File: config.mk
export PLATFORM = sky130hd
export DESIGN_NAME = uart_tx_frame
export DESIGN_NICKNAME = d
export VERILOG_FILES = /design/src/rtl/uart_tx_frame.sv
export SDC_FILE = /design/constraint.sdc
export NUM_CORES = 1
export LEC_CHECK = 0
export CAP_MARGIN = 30
export CORE_MARGIN = 4
export CORE_UTILIZATION = 56
export CTS_CLUSTER_DIAMETER = 60
export DETAILED_ROUTE_END_ITERATION = 12
export GPL_TIMING_DRIVEN = 0
export PLACE_DENSITY = 0.92
export SYNTH_ARGS = -nofsm -noshare
export SYNTH_HDL_FRONTEND = slang
export SYNTH_SLANG_ARGS = --single-unit
File: constraint.sdc
create_clock -name i_clk -period 2.9 [get_ports i_clk]
set_clock_uncertainty 0.05 [all_clocks]
set_input_delay 0.725 -clock i_clk [delete_from_list [all_inputs] [get_ports i_clk]]
set_output_delay 0.725 -clock i_clk [all_outputs]
set_load 0.02 [all_outputs]
File: src/rtl/uart_tx_frame.sv
// UART transmit framer: start bit, LSB-first data, optional parity, one stop bit.
// Ports: i_clk bit clock, i_rst async reset, i_data/i_data_valid/i_par_en/i_par_typ request, o_tx_out line, o_busy.
module uart_tx_frame #(
   parameter int DATA_WIDTH = 8
) (
   input  logic                  i_clk,
   input  logic                  i_rst,
   input  logic [DATA_WIDTH-1:0] i_data,
   input  logic                  i_data_valid,
   input  logic                  i_par_en,
   input  logic                  i_par_typ,
   output logic                  o_tx_out,
   output logic                  o_busy
);

   localparam int CW = $clog2(DATA_WIDTH);
   localparam logic [CW-1:0] LAST = CW'(DATA_WIDTH - 1);

   localparam logic [2:0] IDLE   = 3'd0;
   localparam logic [2:0] START  = 3'd1;
   localparam logic [2:0] DATA   = 3'd2;
   localparam logic [2:0] PARITY = 3'd3;
   localparam logic [2:0] STOP   = 3'd4;

   logic [2:0]            state;
   logic [DATA_WIDTH-1:0] shift;
   logic [CW-1:0]         count;
   logic                  par_en;
   logic                  par_bit;

   // Outputs are registered one state ahead: each edge loads the line
   // value belonging to the state being entered.
   always_ff @(posedge i_clk or posedge i_rst) begin
      if (i_rst) begin
         state    <= IDLE;
         shift    <= '0;
         count    <= '0;
         par_en   <= 1'b0;
         par_bit  <= 1'b0;
         o_tx_out <= 1'b1;
         o_busy   <= 1'b0;
      end else begin
         unique case (state)
            IDLE: begin
               if (i_data_valid) begin
                  shift    <= i_data;
                  par_en   <= i_par_en;
                  // even: XOR of data; odd: its inverse
                  par_bit  <= (^i_data) ^ i_par_typ;
                  state    <= START;
                  o_tx_out <= 1'b0;
                  o_busy   <= 1'b1;
               end else begin
                  o_tx_out <= 1'b1;
                  o_busy   <= 1'b0;
               end
            end
            START: begin
               o_tx_out <= shift[0];
               shift    <= shift >> 1;
               count    <= '0;
               state    <= DATA;
            end
            DATA: begin
               if (count == LAST) begin
                  count <= '0;
                  if (par_en) begin
                     o_tx_out <= par_bit;
                     state    <= PARITY;
                  end else begin
                     o_tx_out <= 1'b1;
                     state    <= STOP;
                  end
               end else begin
                  o_tx_out <= shift[0];
                  shift    <= shift >> 1;
                  count    <= count + CW'(1);
               end
            end
            PARITY: begin
               o_tx_out <= 1'b1;
               state    <= STOP;
            end
            STOP: begin
               o_tx_out <= 1'b1;
               o_busy   <= 1'b0;
               state    <= IDLE;
            end
            default: begin
               o_tx_out <= 1'b1;
               o_busy   <= 1'b0;
               state    <= IDLE;
            end
         endcase
      end
   end

endmodule

; Word level (Yosys, flattened, before mapping)
; Index checks and enable logic that the tools add are counted.
[word_totals]
register_bits = 18
latch_bits = 0
ram_bits = 0
romBits = 0
inputBits = 13
out_inout_bits = 2
wordCells = 39
n_memories = 0
[classes]
n_addsub = 1
multipliers = 0
n_div = 0
n_lt_le_gt_ge = 0
n_eq_ne = 7
shift = 0
n_mux = 15
bitwise = 1
reduce_logical = 8
[ops]
columns = operator, n
row1 = $pmux W8 S3, 1
row2 = $mux W8, 2
row3 = $mux W3, 4
row4 = $pmux W3 S4, 1
row5 = $reduce_xor A8 Y1, 1
row6 = $eq A3 B2 Y1 const B, 2
row7 = $ne A2 B2 Y1 const B, 3
row8 = $pmux W3 S2, 1
row9 = $mux W1, 4
row10 = $reduce_and A2 Y1, 2
row11 = $add A3 B1 Y3 const B, 1
row12 = $eq A3 B1 Y1 const B, 1
row13 = $eq A3 B3 Y1 const B, 1
row14 = $logic_not A3 Y1, 1
row15 = $pmux W1 S3, 1
row16 = $reduce_and A3 Y1, 1
row17 = $reduce_bool A3 Y1, 1
row18 = $reduce_or A3 Y1, 1
row19 = $pmux W1 S2, 1
row20 = $reduce_bool A2 Y1, 1
row21 = $xor A1 B1 Y1, 1

; Depth between registers and ports, before layout
; Gate-level depths: netlist of the first run.
[logic_depth]
ltp_word = 3
mapped_depth = 7
mapped_depth_nobuf = 6

; Least setup slack after synthesis of the first run
; OpenSTA, ideal clock, no wires.
[synth_timing]
path_kind = reg-to-reg
startpoint = reg count[0]
endpoint = reg shift[7]
setup_ns = 0.125
t_arrival_ns = 1.758
required_time_ns = 2.725
path_slack_ns = 0.967
path_stages_with_launch = 6
path_buffers = 0
period_less_slack_ns = 1.933
path_cell_list = dfrtp_1 > ha_1 > ha_1 > or3b_1 > a21oi_4 > mux2_2
[synth_between]
elab_chain_len = 3
[synth_lines]
columns = element, line_no
row1 = start: declaration, 27  ; logic [CW-1:0] count;
row2 = start signal: assignment, 77  ; count <= count + CW'(1);
row3 = $eq A3 B3 Y1, 65  ; if (count == LAST) begin
row4 = $ne A2 B2 Y1 (no line), --
row5 = $reduce_and A3 Y1 (no line), --
row6 = end signal: assignment, 46  ; shift <= i_data;
row7 = end signal: assignment, 60  ; shift <= shift >> 1;
row8 = end signal: assignment, 76  ; shift <= shift >> 1;
row9 = end: declaration, 26  ; logic [DATA_WIDTH-1:0] shift;
; No other way between the ends.
; A chain may end at the register's enable or synchronous reset.

; Worst setup path after layout of the first run
[layout_timing]
startpoint = reg o_tx_out
endpoint = out o_tx_out
[layout_lines]
columns = element, line_no
row1 = start: declaration, 12  ; output logic o_tx_out,
row2 = start signal: assignment, 59  ; o_tx_out <= shift[0];
row3 = start signal: assignment, 68  ; o_tx_out <= par_bit;
row4 = start signal: assignment, 75  ; o_tx_out <= shift[0];
; No word-level cell between the ends.

==> results.py, run 1 <==
metrics = {
    "clock_network": {
        "cts_tree": "built",
        "numCtsBuffers": 3,
        "insertion_delay_ns": 0.30,
        "clkTransAtPathRegs_ns": 0.10,
        "cts_hold_buf": 0,
        "clock_path_buffers": 2,
        "h-tree-depth": 1,
        "cts_setup_buffers": 0,
        "clkSinkCount": 18,
        "ctsResizeCount": 0,
        "clock-root-buffer": "clkbuf_4",
    },
    "die": {
        "die_area_sq_um": 2510,
        "start_util_pct": 62.4,
        "die_w_um": 50.1,
        "coreArea_sq_um": 1590,
        "io-pin-count": 15,
        "die_h_um": 50.1,
        "row_count": 14,
    },
    "global_routing": {
        "antenna_found_initial": 0,
        "grt_pass1_vias": 754,
        "grt_max_degree": 19,
        "globalRoute.totalOverflow": 0,
        "grt_pass1_wl_um": 3590,
        "grt_use_total_pct": 18.7,
    },
    "detailed_routing": {
        "drc_errors": 0,
        "post_drt_via_cell_ratio": 5.36,
        "wl_um": 1960,
        "drtIter0Drc": 23,
        "final_antenna_net_count": 0,
        "vias": 745,
        "dr.pass1.iters": 4,
        "post_drt_wl_per_cell_um": 14.1,
    },
    "pwr": {
        "leakage_nw": 0.517,
        "p_per_area_nw_per_um2": 1090,
        "switching_share_pct": 40.7,
        "combinationalPowerShare_pct": 53.6,
        "power_mw": 1.30,
        "peakVddDrop_v": 0.000626,
        "net-switching-power_mw": 0.531,
        "clockPowerShare_pct": 11.7,
        "internal_power_mw": 0.773,
        "seq_power_share_pct": 34.7,
    },
    "final_layout": {
        "syn2layout_area_growth_pct": 20.8,
        "drive_above_1_share_pct": 11.3,
        "fin_area_sq_um": 1200,
        "final_net_count": 131,
        "nFillCells": 117,
        "n_antenna_cell": 0,
    },
    "synthesis": {
        "synth_ff_type": "dfrtp_1",
        "ys_seq_area_share_pct": 45.4,
        "synth_area_leaders": "dfrtp_1, mux2i_1, xnor2_1, a21oi_1, nor2b_1",
        "syn_area_per_cell_sq_um": 10.3,
        "yosys-top-cells-count": "dfrtp_1, a21oi_1, nor2_1, mux2i_1, nor2b_1",
        "synth_top_area_share_pct": 42.8,
        "ys_ff_latch": 18,
        "synth_edf_count": 0,
        "yosysTopAreaCell": "dfrtp_1",
        "synth.most_common_cell": "dfrtp_1",
        "netlist_instances": 97,
        "syn-cell-area_sq_um": 995,
        "ys.warnings.count": 0,
        "synth_nets": 112,
        "synth-async-reset-ratio_pct": 100,
        "ys_types": 27,
    },
    "flow_run": {
        "maxCapViolations": 0,
    },
    "sta": {
        "rsz0062_at_grt": "no",
        "hold_viol": 0,
        "slew_headroom_pct": 55.0,
        "finalSetupViolCount": 0,
        "finalCritPeriodShare_pct": 75.6,
        "tightest_slew_ns": 0.675,
        "tns_ns": 0,
        "max_freq_ghz": 0.456,
        "fin_crit_ns": 2.19,
        "drv_slew": 0,
    },
    "placed_design": {
        "port_buffers": 14,
        "place_area_sq_um": 1160,
        "gp_congestion": 0.796,
        "dp_hpwl_um": 1450,
    },
    "worst_setup_path": {
        "crit_buf_inv": 1,
        "cp_data_required_time_ns": 2.12,
        "path_class": "reg2out",
        "crit_fanout": 1,
        "cp_cell_sequence": "clkdlybuf4s50_1",
        "cpLargestDelayFamily": "buffers and inverters",
        "crit_path_start_kind": "register",
        "slowest_stage": "clkdlybuf4s50_1",
        "cp_data_arrival_time_ns": 1.42,
        "cp-end-kind": "output pin",
        "max_stage_delay_ns": 0.59,
    },
    "hold_path": {
        "hp-class": "reg2reg",
    },
    "status": {
        "status": "finished clean",
    },
}
-- path summary, 6_finish.rpt --
check	from	end	slack, ns	cells past startpoint
max in group asynchronous	i_rst	par_en	1.60	2
min in group asynchronous	i_rst	o_busy	0.76	2
setup reg to reg	count[0]	shift[7]	0.79	5
setup / recovery	o_tx_out	o_tx_out	0.71	1
hold / removal	shift[7]	shift[7]	0.47	1
hold reg to reg	shift[7]	shift[7]	0.47	1
-- power by group through the flow --
stage | Sequential [mW] | Clock [mW] | Combinational, mW
after floorplan | 0.452 | 0 | 0.531
after global placement | 0.446 | 0 | 0.656
after detailed placement | 0.455 | 0 | 0.694
after CTS | 0.449 | 0.159 | 0.702
after global routing | 0.466 | 0.171 | 0.776
final | 0.452 | 0.153 | 0.699
-- logic make-up (layout without fill, tap and decap cells) --
group	after synthesis	in the layout	share of synthesized area, %
AO/OA/AOI/OAI	25	25	16.0
XOR/XNOR	8	8	8.43
adder cells (fa/ha/maj)	2	2	2.52
buffers and inverters	7	25	3.40
flip-flops	18	18	45.4
multiplexers	10	10	10.3
AND/OR/NAND/NOR	27	27	14.0
-- registers in the layout (all words and copies together), names as in the netlist --
register and flops:
count 3, state 3, o_tx_out 1, par_bit 1, shift 8, par_en 1, o_busy 1
-- final cells by class --
class	count	area, sq um	share of cell area [%]
timing repair buffer	14	140	11.7
sequential	18	452	37.6
tap	24	30.0	2.50
clock buffer	4	36.3	3.02
multi-input combinational	72	509	42.4
buffer	4	22.5	1.88
inverter	3	11.3	0.938
-- stage by stage --
step | cells | worst slack (ns) | utilization, % | hold WS [ns]
2_1_floorplan | 97 | 0.967 | - | 0.414
3_3_place_gp | 135 | 0.546 | 73.1 | 0.438
3_5_place_dp | 135 | 0.491 | 73.1 | 0.448
4_1_cts | 139 | 0.698 | 75.4 | 0.471
5_1_grt | 139 | 0.649 | 75.4 | 0.496
6_report | 139 | 0.707 | 75.4 | 0.469
-- layout by cell type (no fill, tap or decap), drive strengths merged, types with 2 or more instances in the layout --
cell and count:
o21ai 6, nor2b 7, dfrtp 17, xnor2 6, clkbuf 7, mux2 2, ha 2, inv 3
clkdlybuf4s50 14, nor2 11, a21o 2, a21oi 14, mux2i 8, nand2 5
-- routing by layer --
layer	wire, um	GRT usage [%]	share of wire, %
met1	861	23.9	44
met3	109	5.92	5.6
met4	17	4.15	0.87
met2	975	31.1	50
met5	0	0	0
No activity file was read; power rests on OpenSTA's default activity.
==> inputs of run 2 (changes only) <==
- CORE_UTILIZATION: 56 -> 52
- PLACE_DENSITY: 0.92 -> 0.87
- clock period: 2.9 -> 2.05 ns (I/O delays scaled with it)
==> run 2 against run 1 <==
  * Worst setup slack got worse by 0.64 ns
  * Count of clock-buffer cells in the layout unchanged
  * Register-to-register slack got worse by 0.71 ns
  * Cell count is 2.9% higher
  * Critical path depth did not move
  * Hold slack got worse by 0.0029 ns
  * Total power up 46%
  * Critical path type unchanged
  * Largest power group unchanged
==> results.py, run 2 (same netlist as run 1, synthesis figures left out) <==
metrics = {
    "status": {
        "status": "finished clean",
    },
    "clock_network": {
        "clock-root-buffer": "clkbuf_4",
        "insertion_delay_ns": 0.30,
        "clkSinkCount": 18,
        "cts_tree": "built",
        "h-tree-depth": 1,
        "clkTransAtPathRegs_ns": 0.11,
        "clock_path_buffers": 2,
        "numCtsBuffers": 3,
    },
    "detailed_routing": {
        "drtIter0Drc": 16,
        "post_drt_via_cell_ratio": 5.17,
        "wl_um": 1880,
        "final_antenna_net_count": 0,
        "vias": 740,
        "post_drt_wl_per_cell_um": 13.2,
        "dr.pass1.iters": 6,
        "drc_errors": 0,
    },
    "hold_path": {
        "hp-class": "reg2reg",
    },
    "final_layout": {
        "drive_above_1_share_pct": 15.3,
        "largest_register_ffs": 8,
        "final_net_count": 134,
        "top_regs": "shift (8), count (3), state (3)",
        "layout_commonest_cell": "dfrtp_1",
        "syn2layout_area_growth_pct": 23.6,
        "regMostFlops": "shift",
        "final_util_pct": 69.7,
        "n_antenna_cell": 0,
        "fin_cells": 143,
        "layout_common_cells": "dfrtp_1, clkdlybuf4s50_1, a21oi_1, nor2_1, mux2i_1",
        "fin_area_sq_um": 1230,
    },
    "pwr": {
        "combinationalPowerShare_pct": 55.2,
        "internal_power_mw": 1.15,
        "seq_power_share_pct": 33.2,
        "leakage_nw": 0.529,
        "switching_share_pct": 39.7,
        "peakVddDrop_v": 0.000849,
        "clockPowerShare_pct": 11.6,
        "p_per_area_nw_per_um2": 1550,
        "power_mw": 1.91,
        "net-switching-power_mw": 0.757,
    },
    "worst_setup_path": {
        "crit_path_start_kind": "register",
        "max_stage_delay_ns": 0.59,
        "crit_fanout": 1,
        "cp_data_arrival_time_ns": 1.42,
        "cpLargestDelayFamily": "buffers and inverters",
        "cp_data_required_time_ns": 1.49,
        "cp-end-kind": "output pin",
        "slowest_stage": "clkdlybuf4s50_1",
        "path_class": "reg2out",
        "crit_buf_inv": 1,
        "cp_cell_sequence": "clkdlybuf4s50_1",
    },
    "global_routing": {
        "grt_pass1_wl_um": 3060,
        "grt_pass1_vias": 738,
        "globalRoute.totalOverflow": 0,
        "grt_max_degree": 19,
        "antenna_found_initial": 0,
        "grt_use_total_pct": 15.3,
    },
    "sta": {
        "slew_headroom_pct": 54.6,
        "fin_ws_ns": 0.0648,
        "fin_crit_ns": 1.99,
        "finalCritPeriodShare_pct": 96.8,
        "rsz0062_at_grt": "no",
        "finalSetupViolCount": 0,
        "max_freq_ghz": 0.504,
        "hold_viol": 0,
        "drv_slew": 0,
        "tightest_slew_ns": 0.680,
    },
    "placed_design": {
        "gp_congestion": 0.789,
        "place_area_sq_um": 1170,
        "port_buffers": 14,
        "pre_cts_slack_ns": -0.0916,
        "dp_cells": 136,
        "dp_hpwl_um": 1310,
    },
    "die": {
        "io-pin-count": 15,
        "row_count": 15,
        "coreArea_sq_um": 1760,
        "start_util_pct": 56.4,
        "die_h_um": 51.7,
        "die_w_um": 51.7,
        "die_area_sq_um": 2680,
    },
    "flow_run": {
        "maxCapViolations": 0,
    },
}
[run 2: changes by cell type in the layout (fill, tap and decap cells not counted), sizes merged]
cell	change
buf	+3
[run 2: metal layers]
metal | vias up | GRT usage, % | routed length (um)
li1 | 373 | - | -
met3 | 2 | 3.44 | 66
met5 | - | 0 | 0
met1 | 349 | 20.0 | 907
met2 | 16 | 24.8 | 896
met4 | 0 | 5.24 | 12
[run 2: final cells by class]
cell class	count	area (sq um)
multi-input combinational	72	514
fill	137	534
buffer	4	22.5
tap	25	31.3
timing repair buffer	17	163
clock buffer	4	36.3
sequential	18	452
inverter	3	11.3
[run 2: repair_timing]
item	4_1_cts	5_1_grt
buffers inserted	1	2
hold buffers	0	0
gates resized for setup	0	2
gates cloned	0	0
pin swaps	1	1
setup endpoints to repair	1	4
[run 2: final timing paths]
check / startpoint / to / slack (ns) / cells after the start
setup / recovery: o_tx_out / o_tx_out / 0.06 / 1
hold / removal: shift[7] / shift[7] / 0.47 / 1
setup reg to reg: count[0] / shift[7] / 0.08 / 5
hold reg to reg: shift[7] / shift[7] / 0.47 / 1
max in group asynchronous: i_rst / shift[0] / 0.96 / 2
min in group asynchronous: i_rst / state[0] / 0.55 / 2
[run 2: power groups by stage]
stage | clock (mW) | sequential, mW | combinational [mW]
floorplan | 0 | 0.640 | 0.751
finish | 0.221 | 0.632 | 1.05
global placement | 0 | 0.631 | 0.939
detailed placement | 0 | 0.640 | 0.974
global route | 0.243 | 0.651 | 1.16
CTS | 0.224 | 0.632 | 0.995
[run 2: metrics by stage]
stage / hold WS, ns / setup TNS, ns
global placement: 0.437 / -0.0706
floorplan: 0.400 / 0
finish: 0.466 / 0
CTS: 0.472 / 0
global route: 0.495 / 0
detailed placement: 0.447 / -0.0916
